## config.mk

```make
export PLATFORM = sky130hd
export DESIGN_NAME = vram_slot_sched
export DESIGN_NICKNAME = d
export VERILOG_FILES = /design/src/rtl/vram_slot_sched.sv
export SDC_FILE = /design/constraint.sdc
export NUM_CORES = 1
export LEC_CHECK = 0
export BUFFER_PORTS_ARGS = -buffer_cell sky130_fd_sc_hd__buf_2
export CAP_MARGIN = 5
export CORE_MARGIN = 5
export CORE_UTILIZATION = 40
export DETAILED_ROUTE_END_ITERATION = 10
export PLACE_DENSITY = 0.74
export SLEW_MARGIN = 20
export SYNTH_ARGS = -nofsm -noshare
export SYNTH_HDL_FRONTEND = slang
export SYNTH_SLANG_ARGS = --single-unit
```

## constraint.sdc

```tcl
create_clock -name CLK -period 2.7 [get_ports CLK]
set_input_delay 0.135 -clock CLK [delete_from_list [all_inputs] [get_ports CLK]]
set_output_delay 0.135 -clock CLK [all_outputs]
set_load 0.005 [all_outputs]
```

## src/rtl/vram_slot_sched.sv

```systemverilog
// VRAM slot scheduler: each pixel-clock strobe is one single-port VRAM slot shared
// between background fetch, sprite fetch and the CPU, with a two-CLK read return.
module vram_slot_sched #(
  parameter int AW = 14,
  parameter int DW = 8
) (
  input  logic          CLK,
  input  logic          RST_N,
  input  logic          PCLK_EN,
  input  logic [8:0]    HPOS,
  input  logic          HBLK,
  input  logic          VBLK,
  input  logic          BG_REQ,
  input  logic [AW-1:0] BG_ADDR,
  input  logic          SPR_REQ,
  input  logic [AW-1:0] SPR_ADDR,
  input  logic          CPU_REQ,
  input  logic          CPU_WE,
  input  logic [AW-1:0] CPU_ADDR,
  input  logic [DW-1:0] CPU_WDATA,
  output logic          CPU_ACK,
  output logic [DW-1:0] CPU_RDATA,
  output logic [AW-1:0] MEM_ADDR,
  output logic          MEM_WE,
  output logic [DW-1:0] MEM_WDATA,
  input  logic [DW-1:0] MEM_RDATA,
  output logic [DW-1:0] RDATA,
  output logic          BG_VALID,
  output logic          SPR_VALID
);

  typedef enum logic [1:0] {OWN_NONE, OWN_BG, OWN_SPR, OWN_CPU} own_e;
  typedef enum logic [1:0] {CPU_IDLE, CPU_PEND, CPU_BUSY, CPU_DONE} cpu_st_e;

  cpu_st_e       cpu_st_q, cpu_st_d;
  logic          cpu_pend;
  logic          bg_slot, spr_slot;
  logic          gnt_bg, gnt_spr, gnt_cpu;
  logic [AW-1:0] mem_addr_q, mem_addr_d;
  logic          mem_we_q, mem_we_d;
  logic [DW-1:0] mem_wdata_q, mem_wdata_d;
  own_e          own_p1_q, own_p1_d, own_p2_q;
  logic          wr_p2_q;
  logic [DW-1:0] rdata_q, cpu_rdata_q;
  logic          bg_valid_q, spr_valid_q, cpu_ack_q;
  logic          hpos_unused;

  // Only the slot phase of HPOS matters; the upper bits are deliberately ignored.
  assign hpos_unused = ^HPOS[8:2];

  // Phase 3 of every 4-pixel group is always left free for the CPU.
  always_comb begin
    bg_slot  = 1'b0;
    spr_slot = 1'b0;
    if (!VBLK) begin
      if (HBLK) spr_slot = (HPOS[1:0] != 2'd3);
      else      bg_slot  = (HPOS[1:0] != 2'd3);
    end
  end

  assign gnt_bg  = PCLK_EN & bg_slot & BG_REQ;
  assign gnt_spr = PCLK_EN & spr_slot & SPR_REQ;
  assign gnt_cpu = PCLK_EN & ~gnt_bg & ~gnt_spr & cpu_pend;

  always_ff @(posedge CLK or negedge RST_N) begin
    if (!RST_N) cpu_st_q <= CPU_IDLE;
    else        cpu_st_q <= cpu_st_d;
  end

  // DONE waits for REQ to drop so a held request is never issued twice.
  always_comb begin
    cpu_st_d = cpu_st_q;
    case (cpu_st_q)
      CPU_IDLE: if (CPU_REQ)   cpu_st_d = CPU_PEND;
      CPU_PEND: if (gnt_cpu)   cpu_st_d = CPU_BUSY;
      CPU_BUSY: if (cpu_ack_q) cpu_st_d = CPU_DONE;
      CPU_DONE: if (!CPU_REQ)  cpu_st_d = CPU_IDLE;
      default:                 cpu_st_d = CPU_IDLE;
    endcase
  end

  always_comb begin
    cpu_pend = (cpu_st_q == CPU_PEND);
  end

  always_comb begin
    mem_addr_d  = mem_addr_q;
    mem_wdata_d = mem_wdata_q;
    mem_we_d    = 1'b0;
    own_p1_d    = OWN_NONE;
    if (gnt_bg) begin
      mem_addr_d = BG_ADDR;
      own_p1_d   = OWN_BG;
    end else if (gnt_spr) begin
      mem_addr_d = SPR_ADDR;
      own_p1_d   = OWN_SPR;
    end else if (gnt_cpu) begin
      mem_addr_d  = CPU_ADDR;
      mem_wdata_d = CPU_WDATA;
      mem_we_d    = CPU_WE;
      own_p1_d    = OWN_CPU;
    end
  end

  // Issue stage: address/owner registered on the grant edge.
  always_ff @(posedge CLK or negedge RST_N) begin
    if (!RST_N) begin
      mem_addr_q  <= '0;
      mem_we_q    <= 1'b0;
      mem_wdata_q <= '0;
      own_p1_q    <= OWN_NONE;
    end else begin
      mem_addr_q  <= mem_addr_d;
      mem_we_q    <= mem_we_d;
      mem_wdata_q <= mem_wdata_d;
      own_p1_q    <= own_p1_d;
    end
  end

  // RAM access stage: owner tracks the cycle the VRAM is producing data.
  always_ff @(posedge CLK or negedge RST_N) begin
    if (!RST_N) begin
      own_p2_q <= OWN_NONE;
      wr_p2_q  <= 1'b0;
    end else begin
      own_p2_q <= own_p1_q;
      wr_p2_q  <= mem_we_q;
    end
  end

  // Return stage: steer read data to its owner with a one-CLK strobe.
  always_ff @(posedge CLK or negedge RST_N) begin
    if (!RST_N) begin
      rdata_q     <= '0;
      cpu_rdata_q <= '0;
      bg_valid_q  <= 1'b0;
      spr_valid_q <= 1'b0;
      cpu_ack_q   <= 1'b0;
    end else begin
      bg_valid_q  <= (own_p2_q == OWN_BG);
      spr_valid_q <= (own_p2_q == OWN_SPR);
      cpu_ack_q   <= (own_p2_q == OWN_CPU);
      if (own_p2_q == OWN_BG || own_p2_q == OWN_SPR) rdata_q <= MEM_RDATA;
      if (own_p2_q == OWN_CPU && !wr_p2_q)           cpu_rdata_q <= MEM_RDATA;
    end
  end

  assign MEM_ADDR  = mem_addr_q;
  assign MEM_WE    = mem_we_q;
  assign MEM_WDATA = mem_wdata_q;
  assign RDATA     = rdata_q;
  assign CPU_RDATA = cpu_rdata_q;
  assign BG_VALID  = bg_valid_q;
  assign SPR_VALID = spr_valid_q;
  assign CPU_ACK   = cpu_ack_q;

endmodule

```

==> reports/results.tsv, run 1 <==
metric	value	unit
syn2layout_area_growth	28.5	%
grt_use_total	15.6	%
crit_path_start_kind	flop	
async_reset_ff_share	100	%
initial_core_util	40.6	%
ant_nets	0	
fin_cells	376	
routabilityCongestion	0.765	
routed_wl	5860	µm
period_minus_slack	1630	ps
drc	0	
synth.net_count	279	
setup-tns-final	0	ps
cts_buffers	5	
htreeDepth	2	
status	complete, no violations	
drtIter0Drc	23	
critPathRequiredTime	2880	ps
syn_avg_cell_area	12.1	µm²
die-area	7580	µm²
drive_above_1_share	49.5	%
synth-seq-cells	49	
hpwl	4410	µm
synth_area	2380	µm²
cts_tree	yes	
rsz0062_at_grt	false	
die_h	87.1	µm
yosysTopAreaCellShare	51.6	%
crit_arrival	1820	ps
worstMarginPinSlew	743	ps
path_max_fanout	3	
cap_violations	0	
core_area	5850	µm²
hold_depth	3	
synth_ff_type	dfrtp_1	
fillCellCount	555	
placed_cells	367	
yosysMostFrequentCell	dfrtp_1	
max-clock-path-buffers	2	
fin_hold_ws	40.8	ps
p_leak	0.00151	µW
grt_pass1_vias	2041	
cts_setup_buffers	0	
worstSkewPairLatency	290	ps
powerDensity	906	nW/µm²
setup_viol	0	
final_util	52.2	%
synthCells	196	
worstSetupPathType	flop to flop	
grt_pass1_wl	9270	µm
ir_worst_vdd	0.000335	V
cts_sinks	49	
overflow	0	
cts_root_buf	clkbuf_8	
grt_max_degree	50	
ctsResizeCount	0	
finClkSkew	2.49	ps
routed_via_density	5.06	
ff2ff_path_depth	6	
io_pins	118	
yosysTopAreaCell	dfrtp_1	
clk_pin_slew_worst_paths	80	ps
detail_route.first_pass.iterations	4	
final_nets	383	
wire_per_inst	15.6	µm
fmax	0.613	GHz
antenna_cells	0	
dieWidth	87.1	µm
rows	28	
synth_commonest_cells	dfrtp_1 (49), mux2_2 (18), o21ai_0 (15)	
final-hold-violation-count	0	
slew_headroom	50.4	%
endpoint_kind	flop	
ys_warn_count	0	
hp-class	input port to flop	
synth.top_cells.by_area	dfrtp_1 (52%), mux2_2 (8.5%), a22o_1 (5.2%)	
antenna_found_initial	0	
period_share	60.5	%
synth_edf_count	0	
yosysSeqAreaShare	51.6	%
drv_slew	0	
io_buffers	110	
num_vias	1902	
synthDistinctLibCells	29	
cells by family (layout without fill, tap and decap cells):
logic type / count (synthesis) / count (layout) / synth area share, %
AOI/OAI and AO/OA: 62 / 62 / 18.4
and+or+nand+nor: 28 / 28 / 7.26
buffers and inverters: 22 / 127 / 4.37
DFF: 49 / 49 / 51.6
muxes: 28 / 28 / 14.7
adders and majority gates: 7 / 7 / 3.68
cell type report:
cell class	count	area, µm²	area share, %
clock buffers	6	72.6	2.38
clock inverters	2	15.0	0.491
inverters	6	22.5	0.737
multi-input cells	125	1050	34.3
flip-flops and latches	49	1230	40.1
well taps	75	93.8	3.07
repair buffers	113	578	18.9
registers in the layout (all words and copies together) (netlist names):
register / cells
MEM_ADDR: 14
CPU_RDATA: 8
MEM_WDATA: 8
RDATA: 8
cpu_st_q: 2
own_p1_q: 2
own_p2_q: 2
BG_VALID: 1
CPU_ACK: 1
MEM_WE: 1
SPR_VALID: 1
wr_p2_q: 1
report_power, final:
group	total, µW	switching, µW	internal, µW
clock	416	233	183
combinational	1120	463	656
sequential	1230	170	1060
total	2770	866	1900
stage by stage:
stage	area [µm²]	worst slack, ps	total power, µW
2_1_floorplan	2380	1180	1890
3_3_place_gp	2960	858	2340
3_5_place_dp	2960	841	2390
4_1_cts	3040	1070	2810
5_1_grt	3060	966	2970
6_report	3060	1070	2770
placed cells by master, fill, tap and decap left out, types with 2 or more instances in the layout:
cell type,instances
a21oi_1,2
a22o_1,14
a31oi_1,14
buf_2,109
buf_4,3
clkbuf_8,5
clkinvlp_4,2
dfrtp_1,49
ha_1,7
inv_1,6
mux2_2,18
mux2_4,7
mux2i_1,2
nand2_1,4
nand2b_1,2
nor2_1,2
nor4_1,14
o21a_1,14
o21ai_0,15
o31ai_1,2
worst paths after layout:
check | start | endpoint | slack [ps]
worst min register to register | own_p1_q[1]$_DFF_PN0_ | own_p2_q[1]$_DFF_PN0_ | 350
min in group asynchronous | RST_N | MEM_ADDR[4]$_DFFE_PN0P_ | 380
worst max register to register | cpu_st_q[0]$_DFFE_PN0P_ | cpu_st_q[1]$_DFFE_PN0P_ | 1070
worst min-delay path | CPU_WE | MEM_WE$_DFF_PN0_ | 40
worst max-delay path | cpu_st_q[0]$_DFFE_PN0P_ | cpu_st_q[1]$_DFFE_PN0P_ | 1070
max in group asynchronous | RST_N | RDATA[0]$_DFFE_PN0P_ | 1920
critical path: stages, from the launching register on:
cell	delay (ps)
dfrtp_1	390
inv_1	90
ha_1	210
mux2i_1	110
o21ai_0	110
a21oi_1	250
mux2_2	370
repair_timing:
| action | CTS | global route |
|---|---|---|
| hold buffers | 0 | 1 |
| endpoints found under the setup margin | 0 | 0 |
| endpoints found under the hold margin | 0 | 49 |
metal layers:
layer / track usage [%] / vias up / routed length, µm / part of all wire (%)
met4: 5.16 / 0 / 97 / 1.7
met1: 19.4 / 879 / 2320 / 40
li1: - / 938 / - / -
met5: 0 / - / 0 / 0
met3: 4.64 / 10 / 525 / 9.0
met2: 26.0 / 75 / 2910 / 50
Note: power is estimated with default switching activity, not from simulation.
==> run 2: changes to the inputs <==
==> constraint.sdc (replaced) <==
create_clock -name CLK -period 1.7 [get_ports CLK]
set_input_delay 0.085 -clock CLK [delete_from_list [all_inputs] [get_ports CLK]]
set_output_delay 0.085 -clock CLK [all_outputs]
set_load 0.005 [all_outputs]
==> reports/results.tsv, run 2 (synthesis results as in run 1) <==
metric	value	unit	change
finClkSkew	11.9	ps	+9.44 ps
largest_reg_flops	14		unchanged
max-clock-path-buffers	2		unchanged
endpoint_kind	flop		
period_minus_slack	1610	ps	-20.4 ps
fmax	0.620	GHz	+1.3%
worstSetupPathType	flop to flop		
cts_sinks	49		unchanged
hp-class	input port to flop		
grt_use_total	16.5	%	+0.88 points
hpwl	4620	µm	+4.8%
critPathRequiredTime	1890	ps	-990 ps
multi_input_area	1060	µm²	+1.1%
p_leak	0.00158	µW	+4.6%
crit_path_start_kind	flop		
drive_above_1_share	51.8	%	+2.3 points
period_share	94.8	%	+34 points
fin_hold_ws	15.0	ps	-25.8 ps
syn2layout_area_growth	33.3	%	
seq_area	1230	µm²	unchanged
crit_arrival	1800	ps	-20 ps
final-hold-violation-count	0		unchanged
dp_slack	-138	ps	-979 ps
worst-path-buf-inv	2		+1
ant_nets	0		unchanged
io_buffers	110		unchanged
grt_max_degree	31		-38%
drtIter0Drc	83		+260%
critPathMaxStageDelay	380	ps	about the same
cts_tree	yes		
rows	28		unchanged
initial_core_util	40.6	%	unchanged
routabilityCongestion	0.762		-0.31%
routed_via_density	5.15		+1.8%
cts_buffers	5		unchanged
die-area	7580	µm²	unchanged
final_nets	395		+3.1%
dieWidth	87.1	µm	unchanged
powerDensity	1440	nW/µm²	+59%
layout_commonest_cell	buf_2		
worstMarginPinSlew	699	ps	-43.9 ps
slew_headroom	53.4	%	+2.9 points
worstSkewPairLatency	300	ps	about the same
antenna_found_initial	0		unchanged
detail_route.first_pass.iterations	4		unchanged
io_pins	118		unchanged
clk_pin_slew_worst_paths	90	ps	about the same
status	complete, no violations		
routed_wl	6160	µm	+5.3%
wire_per_inst	15.9	µm	+2.0%
slowest_stage	dfrtp_1		
cts_root_buf	clkbuf_8		
ir_worst_vdd	0.000563	V	+68%
final_cell_mix	buf_2 (110), dfrtp_1 (49), mux2_2 (17)		
num_vias	1998		+5.0%
fin_ws	87.8	ps	-980 ps
overflow	0		unchanged
path_max_fanout	11		+8
path_cells	inv_1 -> ha_1 -> buf_4 -> nand2_1 -> or2_4 -> mux2_4		
grt_pass1_vias	2029		-0.59%
setup_viol	0		unchanged
cap_violations	0		unchanged
antenna_cells	0		unchanged
grt_pass1_wl	9780	µm	+5.6%
fillCellCount	540		-2.7%
core_area	5850	µm²	unchanged
htreeDepth	2		unchanged
rsz0062_at_grt	false		
drc	0		unchanged
crit_family	simple AND/OR/NAND/NOR gates		
drv_slew	0		unchanged
die_h	87.1	µm	unchanged
run 2: path summary, 6_finish.rpt:
check | startpoint | end | slack (ps) | cells past startpoint
worst max-delay path | cpu_st_q[1]$_DFFE_PN0P_ | MEM_WDATA[1]$_DFFE_PN0P_ | 90 | 6
worst min-delay path | CPU_WDATA[4] | MEM_WDATA[4]$_DFFE_PN0P_ | 20 | 2
worst max register to register | cpu_st_q[1]$_DFFE_PN0P_ | MEM_WDATA[1]$_DFFE_PN0P_ | 90 | 6
worst min register to register | own_p1_q[1]$_DFF_PN0_ | own_p2_q[1]$_DFF_PN0_ | 350 | 0
max in group asynchronous | RST_N | SPR_VALID$_DFF_PN0_ | 740 | 3
min in group asynchronous | RST_N | MEM_WDATA[7]$_DFFE_PN0P_ | 350 | 2
run 2: routing by layer:
metal | share of wire (%) | vias to the layer above | global-route usage [%]
met3 | 8.5 | 8 | 5.01
met5 | 0 | - | 0
met1 | 42 | 945 | 21.4
met4 | 1.5 | 0 | 4.32
li1 | - | 957 | -
met2 | 48 | 88 | 26.9
run 2: report_power, final:
part | internal (µW) | total, µW | switching (µW)
Clock | 290 | 677 | 386
Combinational | 1150 | 1950 | 800
Sequential | 1690 | 1950 | 261
run 2: worst reg2reg max path, stage by stage (launching register included):
cell and delay (ps):
dfrtp_1 380, inv_1 70, ha_1 190, buf_4 130
nand2_1 90, or2_4 330, mux2_4 320
run 2: what timing repair did:
action	CTS	global route
endpoints found under the hold margin	29	0
gates cloned	0	0
resized for setup	1	3
hold buffers	2	0
setup endpoints to repair	14	2
buffers inserted	0	1
run 2: stage by stage:
stage          cell area [µm²]  cells  power (µW)  utilization, %  setup TNS [ps]
2_1_floorplan             2380    196        3010               -               0
6_report                  3170    388        4580            54.2               0
4_1_cts                   3150    387        4560            53.9               0
3_3_place_gp              3040    377        3800            52.0            -871
5_1_grt                   3170    388        4920            54.2               0
3_5_place_dp              3040    377        3870            52.0           -1790
run 2: final cells by class:
cell class | count | area share, %
timing repair buffer | 125 | 21.5
tap | 75 | 2.96
clock inverter | 2 | 0.474
multi-input combinational | 125 | 33.4
sequential | 49 | 38.7
inverter | 6 | 0.711
clock buffer | 6 | 2.29
==> run 3: changes to the inputs <==
--- a/config.mk
+++ b/config.mk
@@ -10,6 +10,7 @@
 export CORE_MARGIN = 5
 export CORE_UTILIZATION = 40
 export DETAILED_ROUTE_END_ITERATION = 10
+export MAX_ROUTING_LAYER = met4
 export PLACE_DENSITY = 0.74
 export SLEW_MARGIN = 20
 export SYNTH_ARGS = -nofsm -noshare
==> reports/results.tsv, run 3 (synthesis results as in run 1) <==
metric	value	unit	change
final_cell_mix	buf_2 (110), dfrtp_1 (49), mux2_2 (17)		
layout_commonest_cell	buf_2		
setup_viol	0		unchanged
drive_above_1_share	51.8	%	unchanged
fmax	0.620	GHz	about the same
grt_pass1_vias	2034		+0.25%
initial_core_util	40.6	%	unchanged
routed_via_density	5.15		about the same
htreeDepth	2		unchanged
critPathRequiredTime	1890	ps	about the same
fillCellCount	540		unchanged
path_max_fanout	11		unchanged
critPathMaxStageDelay	380	ps	about the same
use_met3	4.26	%	-0.76 points
final-hold-violation-count	0		unchanged
detail_route.first_pass.iterations	4		unchanged
grt_use_total	17.0	%	+0.48 points
endpoint_kind	flop		
max-clock-path-buffers	2		unchanged
num_vias	1999		+0.050%
slowest_stage	dfrtp_1		
overflow	0		unchanged
cap_violations	0		unchanged
status	complete, no violations		
ir_worst_vdd	0.000563	V	about the same
placed_cells	377		unchanged
cts_sinks	49		unchanged
dieWidth	87.1	µm	unchanged
cts_tree	yes		
finClkSkew	12.0	ps	+0.0794 ps
io_pins	118		unchanged
p_switching	1450	µW	+0.26%
die-area	7580	µm²	unchanged
cts_root_buf	clkbuf_8		
grt_use_met2	26.9	%	unchanged
use_met1	21.9	%	+0.48 points
fin_cells	388		unchanged
final_nets	395		unchanged
p_clk_share	14.8	%	about the same
p_seq_share	42.6	%	about the same
worstSkewPairLatency	300	ps	about the same
busiest_layer	met2		
drtIter0Drc	89		+7.2%
powerDensity	1450	nW/µm²	about the same
crit_path_start_kind	flop		
drv_slew	0		unchanged
worstSetupPathType	flop to flop		
worstMarginPinSlew	702	ps	+2.90 ps
crit_family	simple AND/OR/NAND/NOR gates		
clk_pin_slew_worst_paths	90	ps	about the same
cts_buffers	5		unchanged
period_minus_slack	1610	ps	-0.537 ps
hp-class	input port to flop		
core_area	5850	µm²	unchanged
hpwl	4620	µm	unchanged
antenna_cells	0		unchanged
syn2layout_area_growth	33.3	%	unchanged
routed_wl	6160	µm	-0.15%
swShare	31.7	%	+0.056 points
path_cells	inv_1 -> ha_1 -> buf_4 -> nand2_1 -> or2_4 -> mux2_4		
crit_arrival	1800	ps	about the same
internal-power	3130	µW	about the same
antenna_found_initial	0		unchanged
die_h	87.1	µm	unchanged
wire_per_inst	15.9	µm	-0.15%
ant_nets	0		unchanged
rsz0062_at_grt	false		
total_power	4580	µW	about the same
drc	0		unchanged
p_leak	0.00158	µW	unchanged
grt_pass1_wl	9760	µm	-0.21%
combPwrFrac	42.6	%	about the same
routabilityCongestion	0.772		+1.3%
period_share	94.8	%	about the same
io_buffers	110		unchanged
grt_max_degree	31		unchanged
worst-path-buf-inv	2		unchanged
slew_headroom	53.2	%	-0.19 points
largest_reg_flops	14		unchanged
rows	28		unchanged
## run 3: cell counts in the layout (fill, tap and decap cells not counted)
No cell type changed its count.
## run 3: routing by layer
layer  routed length, µm  vias up
li1                    -      960
met1                2630      938
met2                2970       93
met3                 460        8
met4                  89        0
met5                   0        -
## run 3: timing repair
action | 4_1_cts | 5_1_grt
endpoints found under the hold margin | 29 | 0
hold buffers | 2 | 0
setup endpoints to repair | 14 | 2
pin swaps | 0 | 0
setup buffers | 0 | 1
gates resized for setup | 1 | 3
## run 3: stage by stage
stage               instance area, µm²  setup WS, ps  TNS [ps]  hold slack (ps)  utilization (%)
floorplan                         2380           179         0             -211                -
global placement                  3040         -63.0      -871              150             52.0
detailed placement                3040          -138     -1790              156             52.0
CTS                               3150          5.07         0             9.22             53.9
global route                      3170          2.45         0             7.70             54.2
finish                            3170          88.4         0             15.1             54.2
## run 3: layout make-up
class / count / area, µm² / area share (%)
flip-flops and latches: 49 / 1230 / 38.7
multi-input cells: 125 / 1060 / 33.4
repair buffers: 125 / 681 / 21.5
well taps: 75 / 93.8 / 2.96
clock buffers: 6 / 72.6 / 2.29
inverters: 6 / 22.5 / 0.711
clock inverters: 2 / 15.0 / 0.474
## run 3: power groups by stage
| stage | clock [µW] | sequential (µW) | combinational [µW] |
|---|---|---|---|
| 2_1_floorplan | 0 | 2000 | 1000 |
| 3_3_place_gp | 0 | 1960 | 1840 |
| 3_5_place_dp | 0 | 1970 | 1910 |
| 4_1_cts | 687 | 1950 | 1920 |
| 5_1_grt | 734 | 2020 | 2170 |
| 6_report | 678 | 1950 | 1950 |
## run 3: worst reg2reg max path, stage by stage (launching register included)
cell and delay [ps]:
dfrtp_1 380, inv_1 70, ha_1 190, buf_4 130
nand2_1 90, or2_4 330, mux2_4 320
## run 3: final timing paths
| check | start | cells past startpoint | slack [ps] | endpoint |
|---|---|---|---|---|
| setup reg to reg | cpu_st_q[1]$_DFFE_PN0P_ | 6 | 90 | MEM_WDATA[1]$_DFFE_PN0P_ |
| max in group asynchronous | RST_N | 3 | 740 | SPR_VALID$_DFF_PN0_ |
| hold / removal | CPU_WDATA[4] | 2 | 20 | MEM_WDATA[4]$_DFFE_PN0P_ |
| hold reg to reg | own_p1_q[1]$_DFF_PN0_ | 0 | 350 | own_p2_q[1]$_DFF_PN0_ |
| min in group asynchronous | RST_N | 2 | 350 | MEM_WDATA[7]$_DFFE_PN0P_ |
| setup / recovery | cpu_st_q[1]$_DFFE_PN0P_ | 6 | 90 | MEM_WDATA[1]$_DFFE_PN0P_ |
